===== src/rtl/seg7_pkg.sv =====
// Shared constants for the seven-segment scan controller: active-low segment
// patterns, anode codes and the packed layout of a display word.
package seg7_pkg;

    // Segment order is {g,f,e,d,c,b,a}; a 0 lights the segment.
    localparam logic [6:0] SEG_BLANK = 7'h7F;
    localparam logic [6:0] SEG_DASH  = 7'b0111111;
    localparam logic [6:0] SEG_DIGIT [0:9] = '{
        7'b1000000, 7'b1111001, 7'b0100100, 7'b0110000, 7'b0011001,
        7'b0010010, 7'b0000010, 7'b1111000, 7'b0000000, 7'b0010000
    };

    localparam logic [3:0] AN_OFF = 4'b1111;
    localparam logic [3:0] AN_SEL [0:3] = '{4'b1110, 4'b1101, 4'b1011, 4'b0111};

    typedef struct packed {
        logic [3:0]  dp_mask;
        logic [15:0] digits;
    } disp_t;

endpackage


===== src/rtl/seg7_digit_enc.sv =====
// Combinational BCD-to-seven-segment encoder; values 10-15 show a dash.
module seg7_digit_enc
    import seg7_pkg::*;
(
    input  logic [3:0] value_i,
    input  logic       blank_i,
    output logic [6:0] seg_o
);

    always_comb begin
        seg_o = SEG_DASH;
        for (int unsigned v = 0; v < 10; v++) begin
            if (value_i == 4'(v)) begin
                seg_o = SEG_DIGIT[v];
            end
        end
        if (blank_i) begin
            seg_o = SEG_BLANK;
        end
    end

endmodule


===== src/rtl/seg7_scan_ctrl.sv =====
// Four-digit seven-segment scan controller with anode guard window, leading-zero
// blanking and a load handshake that commits new data only at frame boundaries.
module seg7_scan_ctrl
    import seg7_pkg::*;
#(
    parameter int unsigned REFRESH_DIV = 100000,
    parameter int unsigned GUARD_CYC   = 16
) (
    input  logic        clk,
    input  logic        rst_n,
    input  logic        load,
    input  logic [15:0] digits_in,
    input  logic [3:0]  dp_mask_in,
    input  logic        blank_lz,
    output logic [3:0]  an,
    output logic [6:0]  seg,
    output logic        dp,
    output logic        pending,
    output logic        commit,
    output logic        frame_tick
);

    localparam int unsigned PrescW = (REFRESH_DIV > 1) ? $clog2(REFRESH_DIV) : 1;
    localparam logic [PrescW-1:0] PrescMax = PrescW'(REFRESH_DIV - 1);
    localparam logic [PrescW-1:0] GuardEnd = PrescW'(GUARD_CYC);

    logic [PrescW-1:0] presc_q, presc_d;
    logic [1:0]        idx_q, idx_d;
    disp_t             shadow_q, shadow_d;
    disp_t             display_q, display_d;
    logic              pending_q, pending_d;
    logic [3:0]        an_q, an_d;
    logic [6:0]        seg_q, seg_d;
    logic              dp_q, dp_d;
    logic              commit_q, commit_d;
    logic              frame_tick_q, frame_tick_d;

    logic       slot_end;
    logic       boundary;
    disp_t      incoming;
    logic [3:0] zero_nib;
    logic [3:0] blank_flag;
    logic [3:0] cur_nib;
    logic [6:0] enc_seg;

    assign slot_end = (presc_q == PrescMax);
    assign boundary = slot_end && (idx_q == 2'd3);
    assign incoming = '{dp_mask: dp_mask_in, digits: digits_in};

    // Sequencing and the load/commit handshake.
    always_comb begin
        presc_d      = slot_end ? '0 : presc_q + PrescW'(1);
        idx_d        = slot_end ? idx_q + 2'd1 : idx_q;
        shadow_d     = load ? incoming : shadow_q;
        pending_d    = pending_q | load;
        display_d    = display_q;
        commit_d     = 1'b0;
        frame_tick_d = boundary;
        if (boundary) begin
            // A load landing on the boundary bypasses the shadow path.
            if (load) begin
                display_d = incoming;
                pending_d = 1'b0;
                commit_d  = 1'b1;
            end else if (pending_q) begin
                display_d = shadow_q;
                pending_d = 1'b0;
                commit_d  = 1'b1;
            end
        end
    end

    // Digit i blanks only when it and every digit above it are zero.
    always_comb begin
        for (int i = 0; i < 4; i++) begin
            zero_nib[i] = (display_q.digits[4*i +: 4] == 4'd0);
        end
        blank_flag[3] = blank_lz & zero_nib[3];
        blank_flag[2] = blank_flag[3] & zero_nib[2];
        blank_flag[1] = blank_flag[2] & zero_nib[1];
        blank_flag[0] = 1'b0;
    end

    assign cur_nib = display_q.digits[{idx_q, 2'b00} +: 4];

    seg7_digit_enc u_digit_enc (
        .value_i (cur_nib),
        .blank_i (blank_flag[idx_q]),
        .seg_o   (enc_seg)
    );

    always_comb begin
        an_d  = AN_OFF;
        seg_d = SEG_BLANK;
        dp_d  = 1'b1;
        if (presc_q >= GuardEnd) begin
            an_d  = AN_SEL[idx_q];
            seg_d = enc_seg;
            dp_d  = ~display_q.dp_mask[idx_q];
        end
    end

    always_ff @(posedge clk or negedge rst_n) begin
        if (!rst_n) begin
            presc_q      <= '0;
            idx_q        <= 2'd0;
            shadow_q     <= '0;
            display_q    <= '0;
            pending_q    <= 1'b0;
            an_q         <= AN_OFF;
            seg_q        <= SEG_BLANK;
            dp_q         <= 1'b1;
            commit_q     <= 1'b0;
            frame_tick_q <= 1'b0;
        end else begin
            presc_q      <= presc_d;
            idx_q        <= idx_d;
            shadow_q     <= shadow_d;
            display_q    <= display_d;
            pending_q    <= pending_d;
            an_q         <= an_d;
            seg_q        <= seg_d;
            dp_q         <= dp_d;
            commit_q     <= commit_d;
            frame_tick_q <= frame_tick_d;
        end
    end

    assign an         = an_q;
    assign seg        = seg_q;
    assign dp         = dp_q;
    assign pending    = pending_q;
    assign commit     = commit_q;
    assign frame_tick = frame_tick_q;

endmodule


===== config.mk =====
export PLATFORM = sky130hd
export DESIGN_NAME = seg7_scan_ctrl
export DESIGN_NICKNAME = d
export VERILOG_FILES = /design/src/rtl/seg7_pkg.sv /design/src/rtl/seg7_digit_enc.sv /design/src/rtl/seg7_scan_ctrl.sv
export SDC_FILE = /design/constraint.sdc
export NUM_CORES = 1
export LEC_CHECK = 0
export ABC_AREA = 0
export BUFFER_PORTS_ARGS = -buffer_cell sky130_fd_sc_hd__buf_2
export CORE_AREA = 4 4 84 86
export CTS_BUF_LIST = sky130_fd_sc_hd__clkbuf_8 sky130_fd_sc_hd__clkbuf_16
export CTS_CLUSTER_SIZE = 12
export DETAILED_ROUTE_END_ITERATION = 10
export DIE_AREA = 0 0 88 90
export PLACE_DENSITY_LB_ADDON = 0.1
export SYNTH_ARGS = -nofsm -noshare
export SYNTH_HDL_FRONTEND = slang
export SYNTH_SLANG_ARGS = --single-unit

===== constraint.sdc =====
create_clock -name clk -period 2 [get_ports clk]
set_clock_uncertainty 0.05 [all_clocks]
set_input_delay 0.2 -clock clk [delete_from_list [all_inputs] [get_ports clk]]
set_output_delay 0.2 -clock clk [all_outputs]
set_load 0.01 [all_outputs]

Yosys cells after proc, flatten, opt, wreduce, memory -nomap -nowiden
Index checks and enable logic that the tools add are counted.
{"block": "totals", "ff_bits": 74, "latch_bits": 0, "ramBits": 0, "mem_bits_ro": 0, "inputBits": 24, "word_cells": 72, "memories": 0}
{"block": "op_classes", "add_sub_neg": 2, "multipliers": 0, "div": 0, "n_lt_le_gt_ge": 3, "n_eq_ne": 11, "shifts": 1, "mux": 30, "bitwise_logic": 6, "reduce_logical": 7}
{"cell": "$mux W7", "n": 12}
{"cell": "$mux W20", "n": 2}
{"cell": "$add A17 B1 Y17 const B", "n": 1}
{"cell": "$eq A17 B17 Y1 const B", "n": 1}
{"cell": "$ge A17 B5 Y1 const B", "n": 1}
{"cell": "$mux W17", "n": 1}
{"cell": "$eq A4 B3 Y1 const B", "n": 4}
{"cell": "$logic_not A4 Y1", "n": 4}
{"cell": "$shiftx A16 B5 Y4", "n": 1}
{"cell": "$mux W4", "n": 3}
{"cell": "$mux W1", "n": 9}
{"cell": "$bmux W4 S2", "n": 1}
{"cell": "$eq A4 B2 Y1 const B", "n": 2}
{"cell": "$eq A4 B4 Y1 const B", "n": 2}
{"cell": "$bmux W1 S2", "n": 2}
{"cell": "$eq A4 B1 Y1 const B", "n": 1}
{"cell": "$and A1 B1 Y1", "n": 3}
{"cell": "$ge A3 B3 Y1 const B", "n": 1}
{"cell": "$lt A2 B3 Y1 const B", "n": 1}
{"cell": "$not A2 Y3", "n": 1}
{"cell": "$add A2 B1 Y2 const B", "n": 1}
{"cell": "$eq A2 B2 Y1 const B", "n": 1}
{"cell": "$reduce_and A2 Y1", "n": 1}
{"cell": "$reduce_bool A2 Y1", "n": 1}
{"cell": "other kinds (3)", "n": 3}

Depth between registers and ports, before layout
Gate-level depths: netlist (run 1).
{"block": "depth", "ltp_word": 14, "depth_mapped": 7, "depth_no_buf": 5}

Hierarchy
From an unflattened synthesis (run 1), not the netlist that was laid out.
{"block": "unflattened", "cells_unflattened": 249, "area_unflattened_um2": 3271.9}
{"mod": "seg7_scan_ctrl", "instances": 1, "cells_per_inst": 223, "area_each_um2": 3101.7, "seq_area_each_um2": 1866.8}
{"mod": "seg7_digit_enc", "instances": 1, "cells_per_inst": 26, "area_each_um2": 170.2, "seq_area_each_um2": 0.0}

Worst setup path after synthesis (run 1)
Ideal clock, no wire load.
{"block": "synth_path", "path_type": "reg2reg", "startpoint": "reg presc_q[12]", "endpoint": "reg display_q[15] (netlist name)", "setup_ns": 0.125, "arrival_time_ns": 1.963, "setup_slack_ns": -0.138, "stages_incl_launch_ff": 6, "path_buffers": 1, "cell_sequence": "dfrtp_1 or4_1 nand2b_4 nor4_4 buf_6 mux2_2"}
{"block": "synth_via", "elab_chain_cells": 3}
{"item": "from (decl)", "line": "seg7_scan_ctrl.sv:27", "text": "logic [PrescW-1:0] presc_q, presc_d;"}
{"item": "from (signal assigned)", "line": "seg7_scan_ctrl.sv:116", "text": "presc_q <= presc_d;"}
{"item": "$eq A17 B17 Y1", "line": "seg7_scan_ctrl.sv:46", "text": "assign slot_end = (presc_q == PrescMax);"}
{"item": "$logic_and A1 B1 Y1", "line": "seg7_scan_ctrl.sv:47", "text": "assign boundary = slot_end && (idx_q == 2'd3);"}
{"item": "$reduce_and A2 Y1 (no source line)"}
{"item": "to (signal assigned)", "line": "seg7_scan_ctrl.sv:119", "text": "display_q <= display_d;"}
{"item": "to (decl)", "line": "seg7_scan_ctrl.sv:30", "text": "disp_t display_q, display_d;"}
No other way between the ends.
A chain may end at the register's enable or synchronous reset.

Worst setup path in the final report (run 1)
{"block": "layout_path", "startpoint": "reg presc_q[11]", "endpoint": "reg display_q[10] (netlist name)"}
Same word-level chain as after synthesis.

==> impl_metrics.csv, run 1 <==
group,metric,value,unit
yosys,yosys-top-cells-area,"dfrtp_1 (48%), mux2_2 (14%), dfstp_2 (9.7%)",
clock_tree,htreeDepth,3,
yosys,synth_area_per_cell,12.9,um^2
route,vias_per_cell,5.19,
clock_tree,path_clk_slew,0.08,ns
critical_path,r2r_start,"presc_q[11]$_DFF_PN0_",
yosys,ys_seq_area_share,57.7,%
timing,hold_viol_final,0,
clock_tree,cts_sinks,74,
floorplanning,die_w,88,um
pwr,vdd_ir_drop_max,599,uV
run_status,outcome,"complete, but fails checks",
yosys,yosysWarnings,0,
route,post_drt_wl_per_cell,14.8,um
floorplanning,pin_count,39,
yosys,synth_edf_count,0,
timing,worstMarginPinSlew,0.529,ns
critical_path,cp.required,2.18,ns
yosys,synthArstFlopShare,100,%
floorplanning,start_util,51.5,%
route,wirelength,5.88,mm
timing,finalSetupViolations,20,
critical_path,critPathKind,"reg2reg",
clock_tree,root_buffer,"clkbuf_8",
clock_tree,ctsLongestPathBuffers,2,
pwr,p_leak,1.87,nW
critical_path,crit_path_start,"presc_q[11]$_DFF_PN0_",
route,first_pass_iters,4,
run_status,violations,"setup timing",
global_routing,track_usage,16.1,%
critical_path,start_kind,"register",
pwr,p_per_area,736,nW/um^2
critical_path,critPathMaxFanout,10,
critical_path,cp_cell_sequence,"or4_4, nand2b_4, nor4_4, buf_4, clkbuf_16, mux2_2",
timing,final_max_slew_viol_count,0,
timing,layout_setup_ws,-0.108,ns
yosys,synth-seq-cells,74,
floorplanning,core,6280,um^2
global_routing,antenna_found_initial,0,
yosys,syn-num-nets,282,
floorplanning,fp.dieH,90,um
floorplanning,row_count,29,
route,drt_iter0_markers,79,
timing,fin_crit,2.11,ns
placed_design,dpl.hpwl,4.18,mm
critical_path,cp_slowest_cell,"or4_4",
yosys,synthFlopType,"dfrtp_1",
yosys,yosys.area.top_type_share,48.0,%
min_path,min-delay-start,"digits_in[3]",
route,antenna_left,0,
critical_path,path_buf_inv,2,
yosys,synth_most_common_cell,"dfrtp_1",
critical_path,max_stage_delay,0.53,ns
yosys,yosys.area.top_type,"dfrtp_1",
timing,holdWs,0.0607,ns
yosys,syn_area,3240,um^2
final_layout,nets,346,
global_routing,grt_pass1_vias,1996,
critical_path,cp.arrival,2.29,ns
timing,timing.fmax,0.474,GHz
clock_tree,insertion_delay,0.34,ns
critical_path,cp-end-kind,"register",
timing,max_slew_margin,64.7,%
placed_design,io_buffer_count,38,
global_routing,globalRouteOverflowTotal,0,
final_layout,fillers,499,
timing,rsz0062_at_grt,"yes",
route,num_vias,2059,
placed_design,place_congestion,0.806,
global_routing,grt_max_degree,29,
timing,finalCritPeriodShare,105,%
yosys,synth_cells,251,
floorplanning,die_area,7920,um^2
final_layout,diodes,0,
yosys,netlist_top_cells_count,"dfrtp_1 (62), mux2_2 (41), nand2_1 (16)",
route,drcViolationCount,0,
critical_path,path_delay_family,"simple AND/OR/NAND/NOR gates",
placed_design,place_ws,-0.0584,ns
global_routing,grt_pass1_wl,9.78,mm
final_layout,drive_gt1_share,44.4,%
job,maxCapViolCount,0,
yosys,synth_cell_types,38,
clock_tree,cts_tree,"built",
clock_tree,cts_buffers,9,
final_layout,area_growth,22.3,%
min_path,hold_class,"in2reg",
==> what timing repair did <==
action / 4_1_cts / 5_1_grt
endpoints found under the hold margin: 10 / 0
endpoints found under the setup margin: 20 / 31
resized for setup: 1 / 4
setup buffers: 0 / 1
pin swaps: 0 / 0
cloned: 0 / 1
hold buffers: 1 / 0
==> final timing paths <==
kind | endpoint | slack (ns) | cells after the start
worst max register to register | display_q[10]$_DFFE_PN0P_ | -0.11 | 6
worst min register to register | shadow_q[10]$_DFFE_PN0P_ | 0.45 | 1
worst max-delay path | display_q[10]$_DFFE_PN0P_ | -0.11 | 6
worst min-delay path | shadow_q[3]$_DFFE_PN0P_ | 0.06 | 2
max in group asynchronous | dp$_DFF_PN1_ | 0.89 | 3
min in group asynchronous | shadow_q[6]$_DFFE_PN0P_ | 0.32 | 2
==> logic make-up after synthesis <==
kind of cell             synth area share, %
buffers and inverters                   2.98
adder cells (fa/ha/maj)                 2.71
multiplexers                            17.7
AO/OA/AOI/OAI                           3.64
XOR/XNOR                                3.79
AND/OR/NAND/NOR                         11.4
flip-flops                              57.7
==> layer usage <==
layer / up-vias / share of wire [%] / GRT usage [%]
met5: - / 0 / 0
met1: 1005 / 50 / 23.7
li1: 1004 / - / -
met3: 7 / 5.0 / 4.48
met2: 43 / 44 / 22.6
met4: 0 / 1.3 / 5.75
==> layout make-up <==
class / count / area, um^2 / share of cell area, %
clock buffers: 9 / 124 / 3.13
inverters: 9 / 33.8 / 0.854
well taps: 77 / 96.3 / 2.44
flip-flops and latches: 74 / 1870 / 47.2
clock inverters: 7 / 93.8 / 2.37
repair buffers: 65 / 450 / 11.4
multi-input cells: 156 / 1290 / 32.6
==> worst reg2reg max path: stages (launching register included) <==
cell and delay [ns]:
dfrtp_1 0.38, or4_4 0.53, nand2b_4 0.17, nor4_4 0.20
buf_4 0.18, clkbuf_16 0.16, mux2_2 0.33
==> per-stage QoR <==
stage / power, mW / util, % / area, um^2 / setup TNS [ns] / std cells
floorplan: 1.63 / - / 3240 / -0.884 / 251
global placement: 1.70 / 58.6 / 3680 / -0.402 / 378
detailed placement: 1.70 / 58.6 / 3680 / -1.08 / 378
CTS: 2.95 / 62.3 / 3910 / -1.15 / 395
global route: 3.04 / 63.0 / 3960 / -3.73 / 397
finish: 2.91 / 63.0 / 3960 / -1.77 / 397
==> report_power, final <==
| part | switching (mW) | internal, mW | total (mW) |
|---|---|---|---|
| clock | 0.541 | 0.699 | 1.24 |
| sequential | 0.00860 | 1.54 | 1.54 |
| combinational | 0.0657 | 0.0619 | 0.128 |
| total | 0.615 | 2.30 | 2.91 |
==> registers in the layout, indices dropped and copies added, names as in the netlist <==
| signal | cells |
|---|---|
| an | 4 |
| shadow_q | 20 |
| pending | 1 |
| frame_tick | 1 |
| idx_q | 2 |
| dp | 1 |
| commit | 1 |
| seg | 7 |
| presc_q | 17 |
| display_q | 20 |
==> cell usage in the layout, fill, tap and decap left out, types with 5 or more instances in the layout <==
master and n:
mux4_2 5, nand4_1 6, dfstp_2 12, ha_1 7, a21oi_1 5, buf_2 38, clkbuf_8 9, buf_4 22
nand2_1 16, nor3_1 5, o21ai_0 8, mux2_2 37, nor2_1 15, dfrtp_1 62, xor2_1 10, nand3_1 8
inv_1 9
No activity file was read; power rests on OpenSTA's default activity.
==> run 2: changes to the inputs <==
--- a/config.mk
+++ b/config.mk
@@ -7,11 +7,13 @@
 export LEC_CHECK = 0
 export ABC_AREA = 0
 export BUFFER_PORTS_ARGS = -buffer_cell sky130_fd_sc_hd__buf_2
-export CORE_AREA = 4 4 84 86
-export CTS_BUF_LIST = sky130_fd_sc_hd__clkbuf_8 sky130_fd_sc_hd__clkbuf_16
+export CELL_PAD_IN_SITES_DETAIL_PLACEMENT = 0
+export CELL_PAD_IN_SITES_GLOBAL_PLACEMENT = 1
+export CORE_AREA = 4 4 91 93
+export CTS_BUF_LIST = sky130_fd_sc_hd__clkbuf_4
 export CTS_CLUSTER_SIZE = 12
 export DETAILED_ROUTE_END_ITERATION = 10
-export DIE_AREA = 0 0 88 90
+export DIE_AREA = 0 0 95 97
 export PLACE_DENSITY_LB_ADDON = 0.1
 export SYNTH_ARGS = -nofsm -noshare
 export SYNTH_HDL_FRONTEND = slang
==> run 2 against run 1 <==
Compared with the run above: the flow still finishes with violations (setup timing); worst setup slack gained 0.054 ns; die area grew 16%; global-route usage shrank 1.4 points; sequential share of layout area shrank 1.2 points; hold slack gained 0.19 ns; power shrank 6.3%; register-to-register slack gained 0.05 ns; first-iteration DRC count shrank 46%; combinational power grew 20%.
==> impl_metrics.csv, run 2 (synthesized netlist as in run 1, its figures left out) <==
group,metric,value,unit
critical_path,critPathMaxFanout,21,
timing,fin_crit,2.05,ns
final_layout,largestRegisters,"display_q x20, shadow_q x20, presc_q x17",
timing,holdWs,0.250,ns
timing,max_slew_margin,71.6,%
floorplanning,fp.dieH,97,um
run_status,violations,"setup timing",
timing,worstMarginPinSlew,0.422,ns
critical_path,max_stage_delay,0.53,ns
floorplanning,row_count,32,
route,vias_per_cell,4.82,
critical_path,cp_cell_sequence,"or4_1, nand2b_4, nor4_4, buf_12, mux2_2",
placed_design,io_buffer_count,38,
clock_tree,root_buffer,"clkbuf_4",
global_routing,grt_max_degree,75,
placed_design,dpl.hpwl,4.09,mm
timing,finalSetupViolations,20,
critical_path,r2r_start,"presc_q[11]$_DFF_PN0_",
clock_tree,path_clk_slew,0.11,ns
route,num_vias,2118,
global_routing,track_usage,14.6,%
final_layout,nets,363,
critical_path,reg2reg_depth,5,
min_path,hold_class,"in2reg",
final_layout,area_growth,25.5,%
critical_path,path_delay_family,"simple AND/OR/NAND/NOR gates",
timing,finalCritPeriodShare,103,%
route,antenna_left,0,
clock_tree,htreeDepth,3,
route,first_pass_iters,4,
pwr,p_per_area,672,nW/um^2
pwr,p_leak,1.90,nW
floorplanning,core,7530,um^2
min_path,worstHoldPathCells,4,
floorplanning,start_util,43.0,%
clock_tree,cts_tree,"built",
timing,timing.fmax,0.487,GHz
route,post_drt_wl_per_cell,13.6,um
final_layout,drive_gt1_share,40.9,%
final_layout,final_cell_mix,"dfrtp_1 (61), mux2_2 (41), buf_2 (38), dlygate4sd3_1 (21), buf_4 (21)",
clock_tree,insertion_delay,0.41,ns
critical_path,start_kind,"register",
job,maxCapViolCount,0,
min_path,min-delay-start,"blank_lz",
floorplanning,pin_count,39,
global_routing,globalRouteOverflowTotal,0,
placed_design,place_congestion,0.756,
timing,fin_tns_setup,-0.883,ns
pwr,vdd_ir_drop_max,278,uV
timing,hold_viol_final,0,
final_layout,final_common_cell,"dfrtp_1",
floorplanning,die_w,95,um
final_layout,diodes,0,
clock_tree,cts_sinks,74,
clock_tree,cts_setup_buffers,0,
clock_tree,ctsLongestPathBuffers,2,
clock_tree,cts_buffers,9,
timing,final_max_slew_viol_count,0,
route,drcViolationCount,0,
route,wirelength,5.97,mm
critical_path,worst-path-stages,5,
global_routing,grt_pass1_wl,10.3,mm
critical_path,critPathKind,"reg2reg",
timing,rsz0062_at_grt,"yes",
critical_path,cp.required,2.25,ns
run_status,outcome,"complete, but fails checks",
critical_path,cp-end-kind,"register",
global_routing,antenna_found_initial,0,
floorplanning,die_area,9220,um^2
critical_path,r2r_slack,-0.05,ns
min_path,hold_end,"seg[6]$_DFF_PN1_",
critical_path,path_buf_inv,1,
critical_path,r2r_end,"display_q[16]$_DFFE_PN0P_",
route,drt_iter0_markers,43,
critical_path,cp.arrival,2.30,ns
timing,layout_setup_ws,-0.0538,ns
pwr,power,2.73,mW
global_routing,grt_pass1_vias,2180,
critical_path,cp_slowest_cell,"or4_1",
==> run 2: cell types whose count changed in the layout (fill, tap and decap cells not counted), sizes merged <==
cell and delta:
buf -2, clkbuf -1, inv +1, dlygate4sd3 +20, clkinv -1
==> run 2: worst reg2reg max path: stages, from the launching register on <==
cell	delay, ns
dfrtp_1	0.39
or4_1	0.53
nand2b_4	0.17
nor4_4	0.26
buf_12	0.21
mux2_2	0.35
==> run 2: what timing repair did <==
item,CTS,global route
hold endpoints to repair,82,0
hold buffers,21,0
gates resized for setup,0,1
setup endpoints to repair,21,35
pin swaps,0,0
==> run 2: layer usage <==
metal	wire (um)	share of wire (%)	vias to the layer above	global-route usage (%)
met5	0	0	-	0
met4	118	2.0	0	5.66
met3	180	3.0	11	4.20
met2	3130	52	28	24.3
met1	2540	43	1036	17.8
li1	-	-	1043	-
==> run 2: power breakdown <==
part / leakage, nW / switching (mW) / internal [mW] / total (mW)
combinational: 0.898 / 0.0682 / 0.0846 / 0.153
clock: 0.0800 / 0.527 / 0.504 / 1.03
sequential: 0.924 / 0.00897 / 1.54 / 1.55
==> run 2: how the worst max path moves through the flow <==
stage                     startpoint                   endpoint  slack, ns
6_report       presc_q[11]$_DFF_PN0_  display_q[16]$_DFFE_PN0P_      -0.05
5_1_grt        presc_q[11]$_DFF_PN0_   display_q[0]$_DFFE_PN0P_      -0.11
4_1_cts        presc_q[11]$_DFF_PN0_  display_q[16]$_DFFE_PN0P_      -0.07
3_5_place_dp   presc_q[11]$_DFF_PN0_  display_q[19]$_DFFE_PN0P_      -0.05
3_3_place_gp   presc_q[11]$_DFF_PN0_   display_q[6]$_DFFE_PN0P_      -0.02
2_1_floorplan  presc_q[11]$_DFF_PN0_  display_q[15]$_DFFE_PN0P_      -0.05
==> run 2: final cells by class <==
cell class	instances	area, um^2
Clock inverter	7	92.6
Fill cell	706	3470
Sequential cell	74	1870
Tap cell	102	128
Clock buffer	9	67.6
Inverter	9	33.8
Multi-Input combinational cell	156	1270
Timing Repair Buffer	82	598
==> run 2: metrics by stage <==
stage	instance area, um^2	setup slack, ns	utilization (%)	instances
after floorplan	3240	-0.0477	-	251
after global placement	3690	-0.0238	49.0	402
after detailed placement	3690	-0.0453	49.0	402
after CTS	4060	-0.0701	53.9	439
after global routing	4060	-0.111	53.9	439
final	4060	-0.0538	53.9	439
==> run 3: changes to the inputs <==
--- a/config.mk
+++ b/config.mk
@@ -6,7 +6,7 @@
 export NUM_CORES = 1
 export LEC_CHECK = 0
 export ABC_AREA = 0
-export BUFFER_PORTS_ARGS = -buffer_cell sky130_fd_sc_hd__buf_2
+export BUFFER_PORTS_ARGS = -buffer_cell sky130_fd_sc_hd__clkbuf_2
 export CELL_PAD_IN_SITES_DETAIL_PLACEMENT = 0
 export CELL_PAD_IN_SITES_GLOBAL_PLACEMENT = 1
 export CORE_AREA = 4 4 91 93
@@ -15,6 +15,7 @@
 export DETAILED_ROUTE_END_ITERATION = 10
 export DIE_AREA = 0 0 95 97
 export PLACE_DENSITY_LB_ADDON = 0.1
+export RECOVER_POWER = 100
 export SYNTH_ARGS = -nofsm -noshare
 export SYNTH_HDL_FRONTEND = slang
 export SYNTH_SLANG_ARGS = --single-unit
==> run 3 against run 2 <==
Compared with the run above: the run still ends with setup timing left; power shrank 4.3%; critical endpoint unchanged; clock-buffer cell count stayed put; sequential share of layout area rose by 0.17 points; largest power group unchanged; via count hardly changed; worst setup slack got worse by 0.024 ns; clock power shrank 11%; hold slack lost 0.010 ns.
==> impl_metrics.csv, run 3 (synthesized netlist as in run 1, its figures left out) <==
group,metric,value,unit
final_layout,largestRegisters,"display_q x20, shadow_q x20, presc_q x17",
floorplanning,pin_count,39,
timing,timing.fmax,0.481,GHz
timing,holdWs,0.240,ns
critical_path,cp_slowest_cell,"or4_4",
timing,worstMarginPinSlew,0.976,ns
clock_tree,path_clk_slew,0.12,ns
floorplanning,row_count,32,
clock_tree,root_buffer,"clkbuf_4",
route,wirelength,6.23,mm
route,num_vias,2116,
final_layout,area_growth,25.0,%
timing,fin_crit,2.08,ns
critical_path,max_stage_delay,0.52,ns
timing,final_max_slew_viol_count,0,
timing,layout_setup_ws,-0.0777,ns
route,vias_per_cell,4.79,
placed_design,dpl.hpwl,4.16,mm
critical_path,cp-end-kind,"register",
pwr,p_sw,0.616,mW
route,antenna_left,0,
timing,rsz0062_at_grt,"yes",
floorplanning,die_w,95,um
floorplanning,die_area,9220,um^2
pwr,swShare,23.6,%
critical_path,cp.required,2.26,ns
global_routing,grt_pass1_vias,2187,
timing,fin_tns_setup,-1.27,ns
route,drt_iter0_markers,59,
critical_path,cp.arrival,2.34,ns
pwr,intPower,1.99,mW
global_routing,grt_pass1_wl,10.5,mm
critical_path,start_kind,"register",
min_path,hold_class,"in2reg",
final_layout,drive_gt1_share,35.6,%
floorplanning,fp.dieH,97,um
placed_design,place_congestion,0.754,
placed_design,io_buffer_count,38,
route,post_drt_wl_per_cell,14.1,um
global_routing,grt_max_degree,75,
route,first_pass_iters,4,
timing,finalCritPeriodShare,104,%
pwr,p_per_area,645,nW/um^2
timing,max_slew_margin,34.9,%
clock_tree,htreeDepth,3,
clock_tree,cts_tree,"built",
global_routing,antenna_found_initial,0,
placed_design,placed_area,3690,um^2
clock_tree,cts_sinks,74,
clock_tree,ctsLongestPathBuffers,2,
final_layout,diodes,0,
final_layout,stdcell_area,4050,um^2
clock_tree,cts_buffers,9,
critical_path,r2r_slack,-0.08,ns
pwr,p_leak,1.86,nW
final_layout,final_cell_mix,"dfrtp_1 (61), mux2_2 (36), clkbuf_2 (22), dlygate4sd3_1 (21), buf_4 (21)",
job,maxCapViolCount,0,
pwr,comb_power_share,5.7,%
run_status,outcome,"complete, but fails checks",
critical_path,critPathKind,"reg2reg",
run_status,violations,"setup timing",
critical_path,critPathMaxFanout,10,
pwr,vdd_ir_drop_max,266,uV
final_layout,fillers,692,
global_routing,globalRouteOverflowTotal,0,
floorplanning,start_util,43.0,%
critical_path,cp_cell_sequence,"or4_4, nand2b_4, nor4_4, buf_4, clkbuf_16, mux2_2",
final_layout,nets,366,
pwr,power.share.clock,35.1,%
route,drcViolationCount,0,
clock_tree,insertion_delay,0.41,ns
global_routing,track_usage,15.0,%
floorplanning,core,7530,um^2
timing,hold_viol_final,0,
timing,finalSetupViolations,20,
pwr,p_seq_share,59.2,%
final_layout,final_common_cell,"dfrtp_1",
==> run 3: final cells by class <==
cell class | instances | area [um^2] | share of cell area, %
Timing Repair Buffer | 85 | 599 | 14.8
Multi-Input combinational cell | 156 | 1280 | 31.6
Clock inverter | 7 | 68.8 | 1.70
Sequential cell | 74 | 1870 | 46.2
Tap cell | 102 | 128 | 3.15
Clock buffer | 9 | 67.6 | 1.67
Inverter | 9 | 33.8 | 0.835
==> run 3: power by group through the flow <==
stage               Sequential (mW)  Clock [mW]  Combinational (mW)
finish                         1.55       0.917               0.148
global route                   1.55        1.03               0.168
CTS                            1.55       0.953               0.159
detailed placement             1.57           0               0.127
global placement               1.57           0               0.125
floorplan                      1.57           0              0.0552
==> run 3: final timing paths <==
kind                                              start                        end  cells after the start
max in group asynchronous                         rst_n       idx_q[0]$_DFFE_PN0N_                      3
worst min-delay path                               load          pending$_DFF_PN0_                      4
worst max register to register    presc_q[11]$_DFF_PN0_  display_q[16]$_DFFE_PN0P_                      6
min in group asynchronous                         rst_n    shadow_q[9]$_DFFE_PN0P_                      3
worst min register to register  shadow_q[3]$_DFFE_PN0P_    shadow_q[3]$_DFFE_PN0P_                      1
worst max-delay path              presc_q[11]$_DFF_PN0_  display_q[16]$_DFFE_PN0P_                      6
==> run 3: metrics by stage <==
step	util, %	worst slack [ns]	std cells	power (mW)
2_1_floorplan	-	-0.0477	251	1.63
3_3_place_gp	49.0	-0.0202	402	1.70
3_5_place_dp	49.0	-0.0528	402	1.70
4_1_cts	53.6	-0.0681	439	2.66
5_1_grt	53.7	-0.121	442	2.75
6_report	53.7	-0.0777	442	2.61
==> run 3: repair_timing <==
item | CTS | global route
gates cloned | 0 | 1
pin swaps | 0 | 0
gates resized for setup | 0 | 3
setup buffers | 0 | 2
endpoints found under the setup margin | 21 | 37
hold buffers | 21 | 0
hold endpoints to repair | 82 | 0
==> run 3: critical path, delay by kind of cell, from the launching register on <==
kind                   cells  cell delay [ns]
buffers and inverters      2             0.34
flip-flops                 1             0.39
multiplexers               1             0.33
AND/OR/NAND/NOR            3             0.87
==> run 3: routing by layer <==
| layer | track usage, % | vias to the layer above | part of all wire (%) |
|---|---|---|---|
| li1 | - | 1050 | - |
| met1 | 18.9 | 1027 | 44 |
| met2 | 24.0 | 31 | 51 |
| met3 | 4.98 | 8 | 3.9 |
| met4 | 4.99 | 0 | 1.4 |
| met5 | 0 | - | 0 |
